`src/rtl/carregador_programa.sv`:
```
// carregador_programa: program loader in front of the instruction memory.
// Accepts a framed byte stream (length, N program bytes, checksum) over a
// valid/ready handshake. It writes the program bytes into instruction memory
// and keeps the processor in reset until the checksum of a complete frame
// matches.
//
// Optional build macro: CARREGADOR_ZERA_EN. When defined, reset and iniciar
// first sweep the whole memory to zero (state LIMPA) before accepting a frame.
//
// Ports:
//   clk        system clock, rising edge
//   reset      synchronous, active-high reset
//   in_valid   stream byte present on in_data
//   in_data    stream byte
//   in_ready   loader can accept a byte this cycle
//   iniciar    one-cycle pulse; restarts loading from PRONTO or ERRO
//   mem_we     instruction-memory write enable (one pulse per byte)
//   mem_addr   instruction-memory write address
//   mem_data   instruction-memory write data
//   cpu_reset  high while the processor must stay in reset
//   done       program loaded and checksum OK
//   erro       checksum mismatch
//   palavras   program bytes written in the current load
module carregador_programa #(
  parameter int unsigned ADDR_WIDTH = 8,
  parameter int unsigned DATA_WIDTH = 8
) (
  input  logic                  clk,
  input  logic                  reset,
  input  logic                  in_valid,
  input  logic [DATA_WIDTH-1:0] in_data,
  output logic                  in_ready,
  input  logic                  iniciar,
  output logic                  mem_we,
  output logic [ADDR_WIDTH-1:0] mem_addr,
  output logic [DATA_WIDTH-1:0] mem_data,
  output logic                  cpu_reset,
  output logic                  done,
  output logic                  erro,
  output logic [ADDR_WIDTH:0]   palavras
);

  localparam int unsigned CNT_W = ADDR_WIDTH + 1;
  localparam logic [CNT_W-1:0] DEPTH = CNT_W'(1) << ADDR_WIDTH;

  typedef enum logic [2:0] {
    ESPERA_TAM,
    CARREGA,
    CHECA,
    PRONTO,
    ERRO
`ifdef CARREGADOR_ZERA_EN
    , LIMPA
`endif
  } state_t;

`ifdef CARREGADOR_ZERA_EN
  localparam state_t INICIO = LIMPA;
  localparam logic   READY_INICIO = 1'b0;
`else
  localparam state_t INICIO = ESPERA_TAM;
  localparam logic   READY_INICIO = 1'b1;
`endif

  state_t                state_q, state_d;
  logic [CNT_W-1:0]      restante_q;
  logic [DATA_WIDTH-1:0] soma_q;
  logic                  xfer_c;
  logic                  ready_d, cpu_reset_d, done_d, erro_d;
`ifdef CARREGADOR_ZERA_EN
  logic [CNT_W-1:0]      limpa_q;
`endif

  assign xfer_c = in_valid & in_ready;

  // Next-state logic and registered-output decodes of the next state.
  always_comb begin
    state_d = state_q;
    unique case (state_q)
      ESPERA_TAM: if (xfer_c) state_d = CARREGA;
      CARREGA:    if (xfer_c && restante_q == CNT_W'(1)) state_d = CHECA;
      CHECA:      if (xfer_c) state_d = (in_data == soma_q) ? PRONTO : ERRO;
      PRONTO:     if (iniciar) state_d = INICIO;
      ERRO:       if (iniciar) state_d = INICIO;
`ifdef CARREGADOR_ZERA_EN
      // One extra cycle after the last write so in_ready never overlaps a sweep pulse.
      LIMPA:      if (limpa_q == DEPTH) state_d = ESPERA_TAM;
`endif
      default:    state_d = INICIO;
    endcase

    ready_d     = (state_d == ESPERA_TAM) || (state_d == CARREGA) || (state_d == CHECA);
    cpu_reset_d = (state_d != PRONTO);
    done_d      = (state_d == PRONTO);
    erro_d      = (state_d == ERRO);
  end

  // State register, datapath and registered outputs.
  always_ff @(posedge clk) begin
    if (reset) begin
      state_q    <= INICIO;
      in_ready   <= READY_INICIO;
      mem_we     <= 1'b0;
      mem_addr   <= '0;
      mem_data   <= '0;
      cpu_reset  <= 1'b1;
      done       <= 1'b0;
      erro       <= 1'b0;
      palavras   <= '0;
      restante_q <= '0;
      soma_q     <= '0;
`ifdef CARREGADOR_ZERA_EN
      limpa_q    <= '0;
`endif
    end else begin
      state_q   <= state_d;
      in_ready  <= ready_d;
      cpu_reset <= cpu_reset_d;
      done      <= done_d;
      erro      <= erro_d;
      mem_we    <= 1'b0;

      unique case (state_q)
        ESPERA_TAM: begin
          if (xfer_c) begin
            // Length 0 stands for a full memory image.
            restante_q <= (in_data == '0) ? DEPTH : CNT_W'(in_data);
            palavras   <= '0;
            soma_q     <= '0;
          end
        end
        CARREGA: begin
          if (xfer_c) begin
            mem_we     <= 1'b1;
            mem_addr   <= palavras[ADDR_WIDTH-1:0];
            mem_data   <= in_data;
            soma_q     <= soma_q + in_data;
            palavras   <= palavras + CNT_W'(1);
            restante_q <= restante_q - CNT_W'(1);
          end
        end
`ifdef CARREGADOR_ZERA_EN
        PRONTO, ERRO: begin
          if (iniciar) limpa_q <= '0;
        end
        LIMPA: begin
          if (limpa_q != DEPTH) begin
            mem_we   <= 1'b1;
            mem_addr <= limpa_q[ADDR_WIDTH-1:0];
            mem_data <= '0;
            limpa_q  <= limpa_q + CNT_W'(1);
          end
        end
`endif
        default: ;
      endcase
    end
  end

endmodule

```
`config.mk`:
```
export PLATFORM = sky130hd
export DESIGN_NAME = carregador_programa
export DESIGN_NICKNAME = d
export VERILOG_FILES = /design/src/rtl/carregador_programa.sv
export SDC_FILE = /design/constraint.sdc
export NUM_CORES = 1
export LEC_CHECK = 0
export ABC_AREA = 1
export BUFFER_PORTS_ARGS = -buffer_cell sky130_fd_sc_hd__buf_4
export CAP_MARGIN = 20
export CELL_PAD_IN_SITES_DETAIL_PLACEMENT = 1
export CELL_PAD_IN_SITES_GLOBAL_PLACEMENT = 2
export CORE_UTILIZATION = 29
export DETAILED_ROUTE_END_ITERATION = 10
export GPL_ROUTABILITY_DRIVEN = 0
export MAX_ROUTING_LAYER = met4
export PLACE_DENSITY = 0.82
export SETUP_SLACK_MARGIN = 0.4
export SLEW_MARGIN = 20
export SYNTH_ARGS = -nofsm -noshare
export SYNTH_HDL_FRONTEND = slang
export SYNTH_SLANG_ARGS = --single-unit
export TNS_END_PERCENT = 100
```
`constraint.sdc`:
```
create_clock -name clk -period 1.65 [get_ports clk]
set_clock_uncertainty 0.2 [all_clocks]
set_input_delay 0.495 -clock clk [delete_from_list [all_inputs] [get_ports clk]]
set_output_delay 0.495 -clock clk [all_outputs]
set_load 0.005 [all_outputs]
```
-- Yosys cells after proc, flatten, opt, wreduce, memory -nomap -nowiden
Cells that the tools add are included.
W data, S select, Z words.
- add/sub/neg operators: 3
- equality and inequality tests: 13
- muxes and demuxes: 17
- bitwise operators: 2
- reductions and logical operators: 11
- operators with widths (operator ; number):
    $mux W9 ; 5
    $pmux W9 S2 ; 2
    $mux W8 ; 2
    $pmux W8 S2 ; 1
    $mux W3 ; 5
    $eq A3 B2 Y1 const B ; 4
    $pmux W3 S4 ; 1
    $add A9 B1 Y9 const B ; 1
    $eq A9 B1 Y1 const B ; 1
    $sub A9 B1 Y9 const B ; 1
    $add A8 B8 Y8 ; 1
    $eq A8 B8 Y1 ; 1
    $logic_not A8 Y1 ; 1
    $eq A3 B1 Y1 const B ; 2
    $eq A3 B3 Y1 const B ; 2
    $logic_not A3 Y1 ; 2
    $ne A2 B2 Y1 const B ; 2
    $reduce_or A2 Y1 ; 2
    $ne A3 B2 Y1 const B ; 1
    $reduce_and A3 Y1 ; 1
    $logic_or A1 B1 Y1 ; 2
    $reduce_and A2 Y1 ; 1
    $reduce_bool A2 Y1 ; 1
    $and A1 B1 Y1 ; 1
    3 further kinds ; 3
- register bits: 50
- input bits: 12
- output and inout bits: 30
- word-level logic and storage cells: 57

-- Depth between registers and ports, before layout
- depth in word-level cells: 7
- mapped depth: 10
- gate-level depth less buffers: 10

-- Worst setup path after synthesis
Ideal clock, no wire load.
- path type: input to register
- start: input port in_data[0]
- end: register soma_q[4]
- arrival time: 1.559 ns
- required time: 1.381 ns
- path slack: -0.178 ns
- stages on the path: 7
- buffers on the path: 0
- cell sequence: ha_1 > fa_1 > a21oi_1 > nor2_1 > nor2_1 > nand2_1 > a21oi_2
- cells in the longest elaborated chain, start to end: 3
- RTL lines (what ; RTL line ; source):
    from (decl) ; 31 ; input logic [DATA_WIDTH-1:0] in_data,
    $add A8 B8 Y8 ; 137 ; soma_q <= soma_q + in_data;
    $mux W8 ; 133 ; if (xfer_c) begin
    $pmux W8 S2 ; 123 ; unique case (state_q)
    to (signal assigned) ; 137 ;
    to (decl) ; 67 ; logic [DATA_WIDTH-1:0] soma_q;
Every way passes these cells. The select of a mux whose other input is x is not followed.
A chain may end at the register's enable or synchronous reset.

-- Worst setup path after layout
- start: register soma_q[0]
- end: register soma_q[4]
- cells in the longest elaborated chain, start to end: 3
- RTL lines (what ; RTL line):
    $add A8 B8 Y8 ; 137
    $mux W8 ; 133
    $pmux W8 S2 ; 123
Every way passes these cells. The select of a mux whose other input is x is not followed.

==> flow_summary.ini <==
[yosys]
syn_area_sq_um = 2660
yosysWarnings = 0
synth-seq-cells = 50
syn_nets = 388
synthDistinctLibCells = 34
yosysSeqAreaShare = 0.376
avgSynthCellArea_sq_um = 7.29
netlist_instances = 365

[route]
ant_nets = 0
drc_errors = 0
via_count = 3052
dr.pass1.iters = 4
initialDrtViolationCount = 68
via_per_inst = 5.11
wl_mm = 11.7
post_drt_wl_per_cell_um = 19.5

[sta]
holdWs_ns = 0.295
final.period_utilization = 1.07
maxSlewViolCount = 0
layout_setup_ws_ns = -0.114
timing.fmax_ghz = 0.567
tightest_slew_ns = 0.366
fin_crit_ns = 1.76
relSlewSlack = 0.755
finalHoldViolations = 0
finalSetupViolCount = 3
rsz0062_at_grt = true

[floorplanning]
die_h_um = 97.8
io_pins = 42
core-area_sq_um = 8810
initial_utilization = 0.302
rows = 34
die_x_um = 97.8
dieArea_sq_um = 9560

[finish]
final_common_cell = buf_4
final_area_sq_um = 4980
drive_gt1_frac = 0.679
n_antenna_cell = 0
num-nets-final = 511
syn2layout_area_growth_pct = 87.0
fillers = 967
mostFrequentLayoutCells = 67 x buf_4, 51 x buf_6, 43 x nand2_1, 37 x nor2_1, 32 x dfxtp_2

[global_routing]
grt_pass1_wl_mm = 14.8
overflow = 0
grt_use_total = 0.200
antenna_found_initial = 0
grt_max_degree = 19
grt_pass1_vias = 3072

[worst_setup_path]
endpoint_kind = flip-flop
r2r-end = soma_q[4]
r2r_start = soma_q[0]
r2r_cells = 7
r2r_slack_ns = -0.11
worstSetupStartpointType = flip-flop
path_max_fanout = 3
endpoint = soma_q[4]
startpoint = soma_q[0]
worstPathRequired_ns = 1.69
critical_path_arrival_ns = 1.80
critPathKind = reg2reg

[cts]
clockRootBuffer = clkbuf_8
cts_buffers = 5
clock_sinks = 50
clock_latency_ns = 0.32
clock_path_buffers = 2
cts_hold_buf = 0
cts_tree = done
path_clk_slew_ns = 0.11
h-tree-depth = 2

[power_and_ir_drop]
power_density_nw_per_um2 = 732
internal-power_mw = 2.48
swShare = 0.320
ir_drop_mv = 0.439
switching_power_mw = 1.17
pwr-share-comb = 0.325
pwr-share-clk = 0.304
leakagePower_nw = 2.08
power.total_mw = 3.64
p_seq_frac = 0.371

[min_path]
hold_start = soma_q[3]
min_path_type = reg2reg

[place]
dp_hpwl_mm = 6.13
postPlaceCellArea_sq_um = 3520
io_buffer_count = 41

[run_status]
status = complete, but fails checks
violations = setup timing

[job]
maxCapViolCount = 0
[registers in the layout, indices dropped and copies added (netlist names), 3 cells and up]
signal / cells
state_q: 3
mem_addr: 8
palavras: 9
restante_q: 9
soma_q: 8
mem_data: 8
[repair_timing]
item	4_1_cts	5_1_grt
pin swaps	13	58
gates resized for setup	100	160
gates cloned	1	1
setup buffers	24	29
endpoints found under the setup margin	80	80
[metrics by stage]
stage | setup WS, ns | util | TNS [ns] | std cells
2_1_floorplan | -0.0667 | - | -0.165 | 365
3_3_place_gp | -0.293 | 0.400 | -2.70 | 534
3_5_place_dp | -0.321 | 0.400 | -3.05 | 534
4_1_cts | -0.00109 | 0.469 | -0.00208 | 567
5_1_grt | -0.174 | 0.565 | -0.623 | 597
6_report | -0.114 | 0.565 | -0.178 | 597
[cell families (layout without fill, tap and decap cells)]
logic type	Yosys count	after routing	synth area share
AOI/OAI and AO/OA	73	73	0.155
xor gates and xnor gates	3	3	0.00987
adders and majority gates	11	11	0.0545
buffers and inverters	58	181	0.110
DFF	50	50	0.376
and+or+nand+nor	170	171	0.294
[worst max-delay path, cell delays in order (launching register included)]
cell,delay (ns)
dfxtp_2,0.37
ha_4,0.17
fa_2,0.41
a21oi_2,0.19
nor2_1,0.06
nor2_1,0.10
nand2_1,0.07
a21oi_2,0.11
[per-layer routing]
metal | global-route usage | up-vias | routed length (um)
li1 | - | 1435 | -
met3 | 0.0222 | 42 | 335
met5 | - | - | 0
met1 | 0.230 | 1498 | 4440
met2 | 0.366 | 77 | 6410
met4 | 0.0583 | 0 | 484
[power by group through the flow]
stage | registers, mW | logic, mW | clock network, mW
after floorplan | 1.34 | 0.448 | 0
after global placement | 1.35 | 0.687 | 0
after detailed placement | 1.35 | 0.701 | 0
after CTS | 1.33 | 0.811 | 1.13
after global routing | 1.36 | 1.26 | 1.17
final | 1.35 | 1.19 | 1.11
[cells in the mapped netlist, drive strengths merged]
| library cell | instances | area share |
|---|---|---|
| a211oi | 3 | 0.0085 |
| bufinv | 1 | 0.0066 |
| o21ai | 32 | 0.060 |
| a31oi | 3 | 0.0071 |
| dfxtp | 50 | 0.38 |
| fa | 1 | 0.0075 |
| ha | 10 | 0.047 |
| o31ai | 1 | 0.0047 |
| nor3 | 4 | 0.0075 |
| nor2 | 57 | 0.083 |
| nand3 | 32 | 0.067 |
| xor2 | 3 | 0.0099 |
| nand4 | 5 | 0.012 |
| nand2 | 72 | 0.13 |
| clkbuf | 3 | 0.0042 |
| a21oi | 33 | 0.072 |
| inv | 44 | 0.065 |
| buf | 10 | 0.034 |
| a21boi | 1 | 0.0028 |
[worst min path at each step]
stage / end / slack (ns) / cells past startpoint
finish: soma_q[3] / 0.30 / 2
global route: soma_q[3] / 0.32 / 2
CTS: soma_q[2] / 0.29 / 2
detailed placement: soma_q[7] / 0.29 / 2
global placement: soma_q[7] / 0.27 / 2
floorplan: soma_q[7] / 0.26 / 2
[cell type report]
| class | instances | area [sq um] | share of cell area |
|---|---|---|---|
| multi-input combinational | 258 | 2140 | 0.429 |
| timing repair buffer | 128 | 1260 | 0.254 |
| sequential | 50 | 1090 | 0.218 |
| inverter | 45 | 213 | 0.0427 |
| tap | 108 | 135 | 0.0272 |
| clock buffer | 6 | 82.6 | 0.0166 |
| clock inverter | 2 | 60.1 | 0.0121 |
No activity file was read; power rests on OpenSTA's default activity.
